File: config.mk
export PLATFORM = sky130hd
export DESIGN_NAME = frame_buffer_ctrl
export DESIGN_NICKNAME = d
export VERILOG_FILES = /design/src/rtl/frame_buffer_ctrl.sv
export SDC_FILE = /design/constraint.sdc
export NUM_CORES = 1
export LEC_CHECK = 0
export BUFFER_PORTS_ARGS = -buffer_cell sky130_fd_sc_hd__buf_2
export CELL_PAD_IN_SITES_DETAIL_PLACEMENT = 2
export CELL_PAD_IN_SITES_GLOBAL_PLACEMENT = 2
export CORE_ASPECT_RATIO = 0.8
export CORE_MARGIN = 8
export CORE_UTILIZATION = 40
export DETAILED_ROUTE_END_ITERATION = 16
export PLACE_DENSITY = 0.94
export SLEW_MARGIN = 10
export SYNTH_ARGS = -nofsm -noshare
export SYNTH_HDL_FRONTEND = slang
export SYNTH_SLANG_ARGS = --single-unit
File: constraint.sdc
create_clock -name clk -period 26.9 [get_ports clk]
set_input_delay 2.69 -clock clk [delete_from_list [all_inputs] [get_ports clk]]
set_output_delay 2.69 -clock clk [all_outputs]
set_load 0.02 [all_outputs]
File: src/rtl/frame_buffer_ctrl.sv
// frame_buffer_ctrl: allocates NUM_BUFS external-memory frame slots between a
// frame writer and a frame reader. Each slot is FREE, WRITING, READY or
// READING; the writer never takes the slot being read, and the reader always
// gets the newest completed frame. Slot ages come from a wrapping sequence tag.
module frame_buffer_ctrl #(
   parameter int                    ADDR_WIDTH = 32,
   parameter int                    NUM_BUFS   = 3,
   parameter logic [ADDR_WIDTH-1:0] BASE_ADDR  = 32'h0000_1000,
   parameter int                    SEQ_WIDTH  = 8
) (
   input  logic                  clk,
   input  logic                  rst_n,
   input  logic [31:0]           frame_bytes,
   input  logic                  wr_req,
   output logic                  wr_grant,
   output logic [ADDR_WIDTH-1:0] wr_base_addr,
   output logic [2:0]            wr_idx,
   input  logic                  wr_done,
   input  logic                  rd_req,
   output logic                  rd_grant,
   output logic [ADDR_WIDTH-1:0] rd_base_addr,
   output logic [SEQ_WIDTH-1:0]  rd_seq,
   input  logic                  rd_done,
   output logic [15:0]           drop_cnt,
   output logic [3:0]            ready_cnt
);

   typedef enum logic [1:0] {
      S_FREE    = 2'd0,
      S_WRITING = 2'd1,
      S_READY   = 2'd2,
      S_READING = 2'd3
   } slot_state_t;

   typedef enum logic [1:0] {W_IDLE, W_GRANT, W_ACTIVE} wr_state_t;
   typedef enum logic [1:0] {R_IDLE, R_WAIT, R_ACTIVE}  rd_state_t;

   localparam int PROD_W = ADDR_WIDTH + 35;

   // Slot table
   slot_state_t          slot_state_reg [NUM_BUFS];
   slot_state_t          slot_state_next[NUM_BUFS];
   logic [SEQ_WIDTH-1:0] slot_tag_reg   [NUM_BUFS];
   logic [SEQ_WIDTH-1:0] slot_tag_next  [NUM_BUFS];
   logic [SEQ_WIDTH-1:0] wr_seq_reg, wr_seq_next;

   // FSM state
   wr_state_t wr_state_reg, wr_state_next;
   rd_state_t rd_state_reg, rd_state_next;

   // Registered outputs and slot ownership
   logic                  wr_grant_reg;
   logic [ADDR_WIDTH-1:0] wr_base_addr_reg;
   logic [2:0]            wr_idx_reg;
   logic                  rd_grant_reg;
   logic [ADDR_WIDTH-1:0] rd_base_addr_reg;
   logic [SEQ_WIDTH-1:0]  rd_seq_reg;
   logic [2:0]            rd_slot_reg;
   logic [15:0]           drop_cnt_reg;
   logic [3:0]            ready_cnt_reg, ready_cnt_next;

   // Per-slot views of the pre-edge table
   logic [NUM_BUFS-1:0]  free_vec;
   logic [NUM_BUFS-1:0]  ready_vec;
   logic [SEQ_WIDTH-1:0] age [NUM_BUFS];

   // Arbitration results
   logic                 free_found;
   logic [2:0]           free_idx;
   logic                 rd_found;
   logic [2:0]           rd_pick;
   logic [SEQ_WIDTH-1:0] rd_pick_tag;
   logic [SEQ_WIDTH-1:0] best_new;
   logic                 old_found;
   logic [2:0]           old_pick;
   logic [SEQ_WIDTH-1:0] best_old;
   logic                 rd_take;
   logic                 wr_take;
   logic [2:0]           wr_pick;
   logic                 wr_drop;
   logic                 wr_commit;
   logic                 rd_release;

   // Slot base address, truncated to the address width
   function automatic logic [ADDR_WIDTH-1:0] slot_addr(input logic [2:0]  idx,
                                                       input logic [31:0] stride);
      logic [PROD_W-1:0] prod;
      prod = PROD_W'(idx) * PROD_W'(stride);
      return BASE_ADDR + prod[ADDR_WIDTH-1:0];
   endfunction

   genvar gi;
   generate
      for (gi = 0; gi < NUM_BUFS; gi++) begin : g_slot_view
         assign free_vec[gi]  = (slot_state_reg[gi] == S_FREE);
         assign ready_vec[gi] = (slot_state_reg[gi] == S_READY);
         assign age[gi]       = wr_seq_reg - slot_tag_reg[gi];
      end
   endgenerate

   // Lowest-index FREE slot (scan downward so the lowest index wins)
   always_comb begin
      free_found = 1'b0;
      free_idx   = 3'd0;
      for (int i = NUM_BUFS - 1; i >= 0; i--) begin
         if (free_vec[i]) begin
            free_found = 1'b1;
            free_idx   = 3'(i);
         end
      end
   end

   // Newest READY slot (smallest age) for the reader
   always_comb begin
      rd_found    = 1'b0;
      rd_pick     = 3'd0;
      rd_pick_tag = '0;
      best_new    = '0;
      for (int i = 0; i < NUM_BUFS; i++) begin
         if (ready_vec[i] && (!rd_found || age[i] < best_new)) begin
            rd_found    = 1'b1;
            rd_pick     = 3'(i);
            rd_pick_tag = slot_tag_reg[i];
            best_new    = age[i];
         end
      end
   end

   assign rd_take = (rd_state_reg == R_WAIT) && rd_found;

   // Oldest READY slot for the writer's overwrite fallback, skipping any slot the reader takes this cycle
   always_comb begin
      old_found = 1'b0;
      old_pick  = 3'd0;
      best_old  = '0;
      for (int i = 0; i < NUM_BUFS; i++) begin
         if (ready_vec[i] && !(rd_take && rd_pick == 3'(i)) &&
             (!old_found || age[i] > best_old)) begin
            old_found = 1'b1;
            old_pick  = 3'(i);
            best_old  = age[i];
         end
      end
   end

   assign wr_take    = (wr_state_reg == W_GRANT);
   assign wr_pick    = free_found ? free_idx : old_pick;
   assign wr_drop    = wr_take && !free_found && old_found;
   assign wr_commit  = (wr_state_reg == W_ACTIVE) && wr_done;
   assign rd_release = (rd_state_reg == R_ACTIVE) && rd_done;

   // Writer FSM state register
   always_ff @(posedge clk or negedge rst_n) begin
      if (!rst_n) wr_state_reg <= W_IDLE;
      else        wr_state_reg <= wr_state_next;
   end

   // Writer FSM next state
   always_comb begin
      wr_state_next = wr_state_reg;
      case (wr_state_reg)
         W_IDLE:   if (wr_req) wr_state_next = W_GRANT;
         W_GRANT:  wr_state_next = W_ACTIVE;
         W_ACTIVE: if (wr_done) wr_state_next = W_IDLE;
         default:  wr_state_next = W_IDLE;
      endcase
   end

   // Reader FSM state register
   always_ff @(posedge clk or negedge rst_n) begin
      if (!rst_n) rd_state_reg <= R_IDLE;
      else        rd_state_reg <= rd_state_next;
   end

   // Reader FSM next state
   always_comb begin
      rd_state_next = rd_state_reg;
      case (rd_state_reg)
         R_IDLE:   if (rd_req) rd_state_next = R_WAIT;
         R_WAIT:   if (rd_found) rd_state_next = R_ACTIVE;
         R_ACTIVE: if (rd_done) rd_state_next = R_IDLE;
         default:  rd_state_next = R_IDLE;
      endcase
   end

   // Slot table next state; all four events may land on the same edge on distinct slots
   always_comb begin
      wr_seq_next = wr_seq_reg;
      for (int i = 0; i < NUM_BUFS; i++) begin
         slot_state_next[i] = slot_state_reg[i];
         slot_tag_next[i]   = slot_tag_reg[i];
         if (wr_commit && wr_idx_reg == 3'(i)) begin
            slot_state_next[i] = S_READY;
            slot_tag_next[i]   = wr_seq_reg;
         end
         if (rd_release && rd_slot_reg == 3'(i)) slot_state_next[i] = S_FREE;
         if (rd_take && rd_pick == 3'(i))        slot_state_next[i] = S_READING;
         if (wr_take && wr_pick == 3'(i))        slot_state_next[i] = S_WRITING;
      end
      if (wr_commit) wr_seq_next = wr_seq_reg + 1'b1;
   end

   // Count READY slots in the post-edge table
   always_comb begin
      ready_cnt_next = 4'd0;
      for (int i = 0; i < NUM_BUFS; i++) begin
         if (slot_state_next[i] == S_READY) ready_cnt_next = ready_cnt_next + 4'd1;
      end
   end

   // Slot table and sequence counter
   always_ff @(posedge clk or negedge rst_n) begin
      if (!rst_n) begin
         for (int i = 0; i < NUM_BUFS; i++) begin
            slot_state_reg[i] <= S_FREE;
            slot_tag_reg[i]   <= '0;
         end
         wr_seq_reg <= '0;
      end else begin
         for (int i = 0; i < NUM_BUFS; i++) begin
            slot_state_reg[i] <= slot_state_next[i];
            slot_tag_reg[i]   <= slot_tag_next[i];
         end
         wr_seq_reg <= wr_seq_next;
      end
   end

   // Grant pulses, granted addresses (held until the next grant), counters
   always_ff @(posedge clk or negedge rst_n) begin
      if (!rst_n) begin
         wr_grant_reg     <= 1'b0;
         wr_base_addr_reg <= '0;
         wr_idx_reg       <= 3'd0;
         rd_grant_reg     <= 1'b0;
         rd_base_addr_reg <= '0;
         rd_seq_reg       <= '0;
         rd_slot_reg      <= 3'd0;
         drop_cnt_reg     <= 16'd0;
         ready_cnt_reg    <= 4'd0;
      end else begin
         wr_grant_reg  <= wr_take;
         rd_grant_reg  <= rd_take;
         ready_cnt_reg <= ready_cnt_next;
         if (wr_take) begin
            wr_base_addr_reg <= slot_addr(wr_pick, frame_bytes);
            wr_idx_reg       <= wr_pick;
         end
         if (rd_take) begin
            rd_base_addr_reg <= slot_addr(rd_pick, frame_bytes);
            rd_seq_reg       <= rd_pick_tag;
            rd_slot_reg      <= rd_pick;
         end
         if (wr_drop && drop_cnt_reg != 16'hFFFF) drop_cnt_reg <= drop_cnt_reg + 16'd1;
      end
   end

   assign wr_grant     = wr_grant_reg;
   assign wr_base_addr = wr_base_addr_reg;
   assign wr_idx       = wr_idx_reg;
   assign rd_grant     = rd_grant_reg;
   assign rd_base_addr = rd_base_addr_reg;
   assign rd_seq       = rd_seq_reg;
   assign drop_cnt     = drop_cnt_reg;
   assign ready_cnt    = ready_cnt_reg;

endmodule

==> impl.org, run 1 <==
** Critical path
- In this design, the stage delay of the slowest critical-path cell is around 950 ps.
- Among all stages on the critical path, the largest delay is contributed by nor2_2.
- Counting both buffers and inverters, the worst setup path holds a total of 4.
- In this run the worst path has a maximum fanout of 50.
- Data arrival time of the critical path :: 16810 ps
- Most prevalent standard cell on the critical path :: ha_1
- Critical path data required time :: ~27000 ps
- Endpoint kind of the worst setup timing path :: flop
- CP startpoint kind :: flop
- The critical path is of the reg -> reg type.
- Among cell families on the critical path, the largest total delay comes from compound AO/OA/AOI/OAI gates.

** Clock tree
- Post-CTS repair timing setup buffer count :: 0
- Insertion delay of the later-clocked pin in the worst-skew pair :: 460 ps
- Clock-pin slew reported for the worst setup and hold paths after clock tree synthesis :: 70 ps
- The number of clock buffers added by TritonCTS is 17.
- TritonCTS built the clock tree.
- Hold-fix buffers, CTS :: 0
- No sink is reached through more buffers than the 2 on the longest clock path.
- The number of gates resized after CTS was 0.
- In this run the clock root is driven by a clkbuf_16.
- The H-tree was split into 4 levels.
- Clock tree synthesis found a total of about 140 sinks.

** Run
- Number of max-capacitance violations reported :: 0

** Timing
- RSZ-0062 raised after global routing :: no
- Post-route clock skew :: about 12 ps
- Final Cycle Share :: 0.611
- Highest Clock Rate :: 0.0609 GHz
- Slew of the pin with the lowest slew margin :: ~1200 ps
- The hold violation total from the final report was 0.
- The smallest clock period supported by the final layout is computed as ~16000 ps.
- Max_slew headroom :: 0.199
- Setup TNS after final layout :: 0 ps
- The number of max-slew violations in the final report is 0.
- Hold timing on the final database bottoms out at a slack of 483 ps.
- Smallest setup slack after layout :: roughly 10000 ps
- Setup violations remaining at the end of the flow were counted as 0.

** Route
- For this block, the initial DRC count from the detailed router was ~590.
- Detail Route Antenna Nets :: 0
- After detailed routing, the average wire length per cell comes to 27.0 microns.
- Length of the first detailed-routing pass in iterations :: 5
- Post-detailed-route DRC marker count :: 0
- Routed wire length :: about 51000 microns
- Via count normalized by instance count :: around 6.0
- Routed vias :: 11328

** Status
- The run finished with clean final reports.

** Power and ir drop
- Share of power burned in combinational logic :: 0.427
- The internal power of the cells totals between 500 and 600 uW.
- Of the total power, the share spent switching nets is 0.442.
- Clock network fraction of design power :: 0.283
- The worst-case IR drop observed on VDD is approximately 53 uV.
- For this design the total switching power over the nets is 427 uW.
- Reg power frac :: 0.291
- For this design the static power due to leakage is 7.46 nW.
- The design draws just under 1 mW.
- Power spread over the standard cell area amounts to 70.8 nW/um^2.

** Place
- After legalization and detailed placement, the total HPWL measured around 35000 microns.
- Placement-stage worst setup slack :: 11320 ps
- Buffers placed on the I/O ports in this run total 132.
- Placed cell areas :: about 13000 sq um
- Weighted congestion reported at the end of routability-driven placement :: about 0.91

** Die
- Die Span Y :: 171 microns
- The floorplan step set the die width to 209 microns.
- The die covers roughly 36000 sq um.
- Standard-cell row count :: 56
- The region available for standard cell placement spans slightly below 30000 sq um.
- For this configuration, the core starts out at a cell density of 0.407.
- Pin placement for this block handled around 140 I/O pins.

** Global routing
- The number of global-route vias before repair is 13371.
- First-pass GRT wire length :: about 80000 microns
- The initial antenna violation count came to 5.
- Entering global routing, the biggest net connects 96 pins.
- Gr ovfl total :: 0
- Overall track demand over capacity in global routing :: 0.287

** Logic synthesis
- The share of synthesized area in the top cell type comes to 0.291.
- Async set-reset flop share out of synthesis :: 1.00
- The synthesized design spends more area on one cell type than any other, namely dfrtp_1.
- Yosys mapped a number of flops with a built-in enable equal to 0.
- Total of flip-flops plus latches after synthesis :: ~140
- The number of different library cells used by synthesis comes to slightly below 80.
- Warnings, synthesis :: 0
- Synth cell count leaders :: 199 x ha_1, 172 x nand2_1, 139 x dfrtp_1, 123 x and2_1, 99 x o21ai_0
- Summing every instance area after synthesis gives about 12000 sq um.
- The cell count after synthesis came out at around 1400.
- For this run, the register share of the synthesized area comes to 0.291.
- Dominant register cell in the synthesized netlist :: dfrtp_1
- By area the synthesized netlist is led by dfrtp_1 29%, ha_1 21%, and2_1 6.4%.
- In the post-synthesis netlist, the cell with the most instances is ha_1.
- Average cell area after synthesis :: 8.73 sq um

** Worst hold path
- Hold Crit Class :: reg -> reg

** Finish
- After filler insertion, the fill cell instance count of the layout stands at roughly 3100.
- With fillers left out, the area of the finished cells amounts to about 14000 sq um.
- Relative to the synthesized area, the layout overhead comes to 14.4%.
- The net count of the finished layout is ~1700.
- Of the cells placed in the final design, the portion with a size suffix greater than 1 is 0.142.
[through the flow]
stage | util | std cells
6_report | 0.466 | 1881
5_1_grt | 0.466 | 1881
4_1_cts | 0.465 | 1880
3_5_place_dp | 0.444 | 1848
3_3_place_gp | 0.444 | 1848
2_1_floorplan | - | 1370
[worst min-delay path, stage by stage, from the launching register on]
cell     delay, ps
dfrtp_1        340
nand2_1         40
o21ai_0         60
[cells by family after synthesis]
family,after synthesis,share of synthesized area
DFF,139,0.291
other,1,0.000314
xor gates and xnor gates,90,0.0678
AOI/OAI and AO/OA,313,0.163
buffers and inverters,103,0.0332
muxes,23,0.0206
adders and majority gates,206,0.219
and+or+nand+nor,494,0.204
[final timing paths]
kind | from | to | cells after the start | slack (ps)
max reg2reg | wr_seq_reg[1] | wr_base_addr[31] | 62 | 10470
min | rd_seq[6] | rd_seq[6] | 2 | 480
min reg2reg | rd_seq[6] | rd_seq[6] | 2 | 480
min in group asynchronous | rst_n | rd_base_addr[29] | 1 | 2310
max | wr_seq_reg[1] | wr_base_addr[31] | 62 | 10470
max in group asynchronous | rst_n | rd_base_addr[15] | 2 | 23430
[power groups by stage]
stage                     clock, mW  combinational [mW]  sequential [mW]
after global placement            0               0.349            0.279
after detailed placement          0               0.385            0.283
after global routing          0.282               0.444            0.285
final                         0.273               0.413            0.281
after CTS                     0.276               0.408            0.280
after floorplan                   0               0.216            0.304
[final cells by class]
cell class	count	area [sq um]	area share
multi-input cells	1128	8100	0.593
diodes	1	2.50	0.000183
well taps	377	472	0.0345
clock inverters	14	208	0.0152
repair buffers	143	749	0.0548
flip-flops and latches	139	3480	0.254
inverters	61	229	0.0168
clock buffers	18	429	0.0314
[cells in the final DEF, fill, tap and decap left out, drive strengths merged, types with 14 or more instances in the layout]
cell    instances
a21o           39
a21oi          90
and2          123
and3           18
buf           143
clkbuf         18
dfrtp         139
ha            199
inv            66
nand2         173
nand2b         15
nand3          33
nor2           71
nor2b          14
nor3           22
o21ai         104
xnor2          53
xor2           36
[layer usage]
metal,vias to the layer above,GRT usage,share of wire
met1,5746,0.313,0.40
met2,383,0.520,0.50
li1,5011,-,-
met3,180,0.0689,0.049
met5,-,0,0.0010
met4,8,0.141,0.049
No activity file was read; power rests on OpenSTA's default activity.
==> run 2, diff against run 1 <==
Settings changed: CORE_UTILIZATION 40 to 37, PLACE_DENSITY 0.94 to 0.88.
Clock period 26.9 ns to 16.1 ns, I/O delays scaled along.
==> impl.org, run 2 (synthesized netlist as in run 1, its figures left out) <==
** Die
- The total core area was 32200 sq um (+9.6%).
- The area of the die is 38300 sq um (+7.4%).
- The die extent in y is 177 microns (+3.6%).
- The number of cell rows came to 59 (+5.4%).
- Starting density of the core :: 0.371 (-0.0357)
- Count of boundary I/O pins :: 135 (unchanged)
- The horizontal extent of the die was 217 microns (+3.7%).

** Critical path
- Reg-to-reg critical path endpoint :: wr_base_addr[31]
- CP startpoint kind :: flop
- The worst setup path is captured at a flop.
- R2R Setup Slk :: 900 ps (-9580 ps)
- Data arrival time of the critical path :: 15580 ps (-1230 ps)
- Cell with the largest stage delay on the worst path :: dfrtp_1
- The maximum single-stage delay on the critical path was 630 ps (-320 ps).
- Biggest fanout along the worst timing path :: 50 (unchanged)
- Reg-to-reg startpoint :: wr_seq_reg[1]
- The cell that appears most often on the critical path is ha_1.
- The worst setup path is of the reg -> reg kind.
- The data required time at the worst endpoint is 16480 ps (-10800 ps).
- The cell depth of the worst flop-to-flop path was 62 (unchanged).

** Worst hold path
- In this run the worst hold path is classified as reg -> reg.
- Start point of the worst hold path :: wr_base_addr[20]
- Number of instances on the worst hold path :: 2 (unchanged)
- Endpoint, Worst Hold :: wr_base_addr[20]

** Timing
- Slew of the pin with the lowest slew margin :: 904 ps (-296 ps)
- Setup repair after global routing left no endpoint under its margin.
- Final Cycle Share :: 0.944 (+0.334)
- The least setup slack across all paths after layout came to 898 ps (-9580 ps).
- The count of endpoints failing setup in the final report is 0 (unchanged).
- Final count of hold timing violations :: 0 (unchanged)
- Shortest clock period the worst path allows after layout :: 15200 ps (-1220 ps)
- Final hold slack :: 484 ps (+1.13 ps)
- The total negative slack was 0 ps (unchanged).
- Post-route clock skew :: 17.6 ps (+5.80 ps)
- The timing-limited maximum frequency is 0.0658 GHz (+8.1%).
- Slew Limit Fails :: 0 (unchanged)
- Max_slew headroom :: 0.397 (+0.198)

** Route
- Detailed-routing wirelength on met1 :: 18700 microns (-7.5%)
- The post-route antenna net violation count is 0 (unchanged).
- The DRC marker count from the first detailed-route iteration was 462 (-22%).
- Length of the first detailed-routing pass in iterations :: 4 (-1)
- Uppermost layer routed :: met5
- The routed via count was 10777 (-4.9%).
- The remaining routing DRC violations came to 0 (unchanged).
- The routed length on met3 is 1280 microns (-49%).
- The total wire length is 43600 microns (-14%).
- The post-detailed-route wirelength per cell was 22.5 microns (-17%).
- The detail-routed via count per cell is 5.57 (-7.5%).
- Wire length on met2 :: 22300 microns (-13%)

** Clock tree
- Depth of the CTS H-tree :: 4 (unchanged)
- TritonCTS built the clock tree.
- Post-CTS repair timing setup buffer count :: 0 (unchanged)
- Clock-pin slew reported for the worst setup and hold paths after clock tree synthesis :: 70 ps (about the same)
- The number of sinks handled by clock tree synthesis is 139 (unchanged).
- The insertion delay of the later-clocked pin in the worst-skew pair came to 460 ps (about the same).
- The buffer levels on the longest clock path was 2 (unchanged).
- The total CTS buffers is 17 (unchanged).
- Root buffer cell :: clkbuf_16
- The number of buffers added to fix hold violations after cts came to 0 (unchanged).
- Number of gates resized after CTS :: 0 (unchanged)

** Global routing
- The global router's overall resource usage came to 0.230 (-0.0565).
- The final global-route overflow total is 0 (unchanged).
- Initial antenna violation count :: 4 (-1)
- The pin count of the biggest net entering global routing was 81 (-16%).
- The first-pass GRT wire length was 70300 microns (-12%).
- The number of global-route vias before repair is 12517 (-6.4%).

** Finish
- Net count of the finished layout :: 1735 (+0.12%)
- Most common cell after layout, fill and taps aside :: ha_1
- Final std cell area, no fill :: 13700 sq um (about the same)
- The fraction of the core area covered by cells at the end of the flow is 0.425 (-0.0405).
- Most frequent cells in the layout :: 199 x ha_1, 172 x nand2_1, 139 x dfrtp_1
- Layout-stage area growth over the synthesis result :: 14.5% (about the same)
- The share of final-layout standard cells stronger than drive strength 1 came to 0.146 (+0.00313).

** Place
- The placed wire-length estimate is 32100 microns (-9.4%).
- Number of buffers inserted by port buffering :: 132 (unchanged)
- Weighted congestion reported at the end of routability-driven placement :: 0.884 (-3.3%)
- Placement-stage worst setup slack :: 1250 ps (-10070 ps)
- The placed instance area came to 13100 sq um (+0.60%).

** Power and ir drop
- The peak supply drop is 72.4 uV (+36%).
- The power density over the cells is 112 nW/um^2 (+58%).
- The leakage power summed over all cells came to 7.44 nW (-0.32%).

** Status
- The run finished with clean final reports.

** Run
- Number of max-capacitance violations reported :: 0 (unchanged)
run 2: worst max-delay path by stage:
| stage | startpoint | endpoint | slack [ps] | cells past startpoint |
|---|---|---|---|---|
| 4_1_cts | wr_seq_reg[1] | wr_base_addr[31] | 540 | 62 |
| 6_report | wr_seq_reg[1] | wr_base_addr[31] | 900 | 62 |
| 3_3_place_gp | wr_seq_reg[1] | wr_base_addr[31] | 2240 | 63 |
| 2_1_floorplan | wr_seq_reg[1] | wr_base_addr[31] | 3720 | 63 |
| 3_5_place_dp | wr_seq_reg[1] | wr_base_addr[31] | 1250 | 62 |
| 5_1_grt | wr_seq_reg[1] | wr_base_addr[31] | 20 | 62 |
run 2: area by class of cell:
class                           count  area [sq um]
Fill cell                        3628         18500
Sequential cell                   139          3480
Timing Repair Buffer              145           764
Clock inverter                     14           124
Tap cell                          427           534
Inverter                           61           229
Antenna cell                        2          5.00
Multi-Input combinational cell   1128          8110
Clock buffer                       18           439
run 2: report_power, final:
group	leakage (nW)	switching [mW]	internal, mW
registers	1.86	0.0546	0.408
logic	5.31	0.435	0.230
clock network	0.274	0.192	0.207
total	7.44	0.681	0.845
run 2: per-layer routing:
layer  vias up  global-route usage
met5         -                   0
met4         6              0.0827
met3        87              0.0379
met2       208               0.418
met1      5466               0.272
li1       5010                   -
run 2: worst max-delay path: cells and delay by family, from the launching register on:
kind / cells / cell delay, ps
compound gates: 30 / 7310
fa+ha+maj: 9 / 2750
simple gates: 15 / 2540
buf+inv: 5 / 1080
flops: 1 / 630
xor+xnor: 2 / 420
mux: 1 / 350
run 2: per-stage QoR:
stage          power [mW]  instances
2_1_floorplan       0.869       1370
3_3_place_gp         1.05       1900
3_5_place_dp         1.10       1900
4_1_cts              1.54       1932
5_1_grt              1.61       1933
6_report             1.53       1934
==> run 3, diff against run 2 <==
Settings changed: MAX_ROUTING_LAYER from default to met4.
==> impl.org, run 3 (synthesized netlist as in run 1, its figures left out) <==
** Status
- The run finished with clean final reports.

** Die
- The die extent in y was 177 microns (unchanged).
- The horizontal extent of the die is 217 microns (unchanged).
- Full die area :: 38300 sq um (unchanged)
- The number of cell rows came to 59 (unchanged).
- Core Footprint :: 32200 sq um (unchanged)
- Starting density of the core :: 0.371 (unchanged)
- The top-level I/O count was 135 (unchanged).

** Clock tree
- The number of buffers inserted to repair setup after CTS was 0 (unchanged).
- The total CTS buffers came to 17 (unchanged).
- # clock sinks :: 139 (unchanged)
- The insertion delay of the later-clocked pin in the worst-skew pair was 450 ps (about the same).
- Root buffer cell :: clkbuf_16
- Depth of the CTS H-tree :: 4 (unchanged)
- The clock transition time at the flip-flop clock pins of the worst setup and hold paths is 80 ps (about the same).
- CTS tree :: yes
- Clock Path Buffers :: 2 (unchanged)

** Timing
- Final count of hold timing violations :: 0 (unchanged)
- The final critical-path required period came to 15260 ps (+55.8 ps).
- Post-route clock skew :: 16.7 ps (-0.899 ps)
- The final worst-path cycle share came to 0.948 (+0.00347).
- The count of endpoints failing setup in the final report is 0 (unchanged).
- The total negative slack was 0 ps (unchanged).
- Slew Limit Fails :: 0 (unchanged)
- The worst slew margin relative to its limit is 0.295 (-0.102).
- Slew of the pin with the lowest slew margin :: 1050 ps (+148 ps)
- The timing-limited maximum frequency was 0.0655 GHz (-0.37%).
- RSZ-0062 raised after global routing :: no

** Critical path
- Reg-to-reg startpoint :: wr_seq_reg[1]
- Setup CP Type :: reg -> reg
- Critical path data required time :: 16470 ps (about the same)
- Data arrival time of the critical path :: 15630 ps (+50 ps)
- Stage delay of the slowest cell on the critical path :: 650 ps (+20 ps)
- The worst register-to-register path ends at wr_base_addr[31].
- Count of buffering cells on the critical path with inverters included :: 5 (unchanged)
- R2R Setup Slk :: 840 ps (-60 ps)
- Biggest fanout along the worst timing path :: 50 (unchanged)
- Endpoint kind of the worst setup timing path :: flop
- STA classifies the critical path startpoint as a flop.
- For this design, the slowest cell found on the critical path is dfrtp_1.
- Among cell families on the critical path, the largest total delay comes from compound AO/OA/AOI/OAI gates.
- Most prevalent standard cell on the critical path :: ha_1
- Depth of the worst register-to-register path :: 62 (unchanged)

** Route
- The number of iterations in the first detailed-routing pass came to 5 (+1).
- Post-detailed-route DRC marker count :: 0 (unchanged)
- The post-route antenna net violation count was 0 (unchanged).
- The post-detailed-route wirelength per cell is 22.9 microns (+1.5%).
- The detail-routed via count per cell was 5.62 (+0.88%).
- The routed via count is 10855 (+0.72%).
- The total wire length was 44200 microns (+1.3%).
- Iter 0 DRT Violations :: 416 (-10%)

** Finish
- Layout-stage area growth over the synthesis result :: 14.8%
- Most frequent cells in the layout :: 199 x ha_1, 172 x nand2_1, 139 x dfrtp_1
- Net count of the finished layout :: 1733 (-0.12%)
- The final cell area excluding filler cells came to 13700 sq um (+0.20%).
- Most common cell after layout, fill and taps aside :: ha_1
- Layout cells sized above 1 :: 0.144 (-0.00180)

** Worst hold path
- Number of instances on the worst hold path :: 2 (unchanged)
- For hold timing, the worst endpoint is rd_base_addr[12].
- Start point of the worst hold path :: rd_base_addr[12]
- In this run the worst hold path is classified as reg -> reg.

** Global routing
- Via count of the first global-routing pass :: 12677 (+1.3%)
- Pin count of the biggest net entering global routing :: 85 (+4.9%)
- The global router's overall resource usage is 0.241 (+0.0107).
- The initial antenna violation count came to 1 (-3).
- Gr ovfl total :: 0 (unchanged)
- The first-pass GRT wire length came to 71300 microns (+1.4%).

** Power and ir drop
- Power density cells :: 113 nW/um^2 (+1.3%)
- The leakage power summed over all cells came to 7.45 nW (+0.12%).
- The peak supply drop was 74.4 uV (+2.7%).

** Run
- Number of max-capacitance violations reported :: 0 (unchanged)

** Place
- Number of buffers inserted by port buffering :: 132 (unchanged)
- The placed wire-length estimate was 32300 microns (+0.77%).
- Weighted congestion reported at the end of routability-driven placement :: 0.881 (-0.25%)
- Placed cell areas :: 13100 sq um (-0.11%)
## run 3: cell count changes in the layout (fill, tap and decap cells not counted), sizes merged
cell      delta
bufinv       +2
buf          -2
diode        -1
clkinvlp     +1
clkinv       -3
## run 3: cell type report
cell class	count	area, sq um
Timing Repair Buffer	143	749
Clock buffer	18	439
Tap cell	427	534
Multi-Input combinational cell	1128	8100
Inverter	61	229
Antenna cell	1	2.50
Fill cell	3627	18500
Sequential cell	139	3480
Clock inverter	14	174
## run 3: where the power goes
group | internal (mW) | total (mW) | switching [mW]
clock network | 0.239 | 0.434 | 0.195
registers | 0.408 | 0.465 | 0.0566
logic | 0.228 | 0.651 | 0.423
total | 0.876 | 1.55 | 0.675
## run 3: worst max path at each step
stage / to / startpoint / cells after the start
finish: wr_base_addr[31] / wr_seq_reg[1] / 62
floorplan: wr_base_addr[31] / wr_seq_reg[1] / 63
CTS: wr_base_addr[31] / wr_seq_reg[1] / 62
detailed placement: wr_base_addr[31] / wr_seq_reg[1] / 62
global placement: wr_base_addr[31] / wr_seq_reg[1] / 61
global route: wr_base_addr[31] / wr_seq_reg[1] / 62
## run 3: stage by stage
stage | power [mW] | utilization | setup slack [ps] | hold slack (ps) | instances
after CTS | 1.57 | 0.426 | 602 | 489 | 1930
after detailed placement | 1.10 | 0.407 | 1160 | 473 | 1898
after global placement | 1.05 | 0.407 | 2160 | 456 | 1898
final | 1.55 | 0.426 | 842 | 483 | 1931
after floorplan | 0.869 | - | 3720 | 435 | 1370
after global routing | 1.65 | 0.426 | 19.8 | 512 | 1931
## run 3: layer usage
metal / share of wire / up-vias / routed length (microns) / GRT usage
met2: 0.50 / 217 / 22300 / 0.418
met1: 0.43 / 5510 / 19100 / 0.276
met4: 0.036 / 0 / 1580 / 0.0996
met3: 0.027 / 110 / 1200 / 0.0378
met5: 0 / - / 0 / -
li1: - / 5018 / - / -
## run 3: what timing repair did
| item | in CTS | in global routing |
|---|---|---|
| gates resized for setup | 0 | 1 |
| hold buffers | 0 | 0 |
| endpoints found under the setup margin | 0 | 10 |
| endpoints found under the hold margin | 0 | 0 |
## run 3: worst register-to-register path: cells and delay by family, from the launching register on
family,cells,cell delay [ps]
flops,1,650
fa+ha+maj,9,2820
compound gates,29,7180
buf+inv,5,1100
mux,1,200
simple gates,16,2810
xor+xnor,2,410
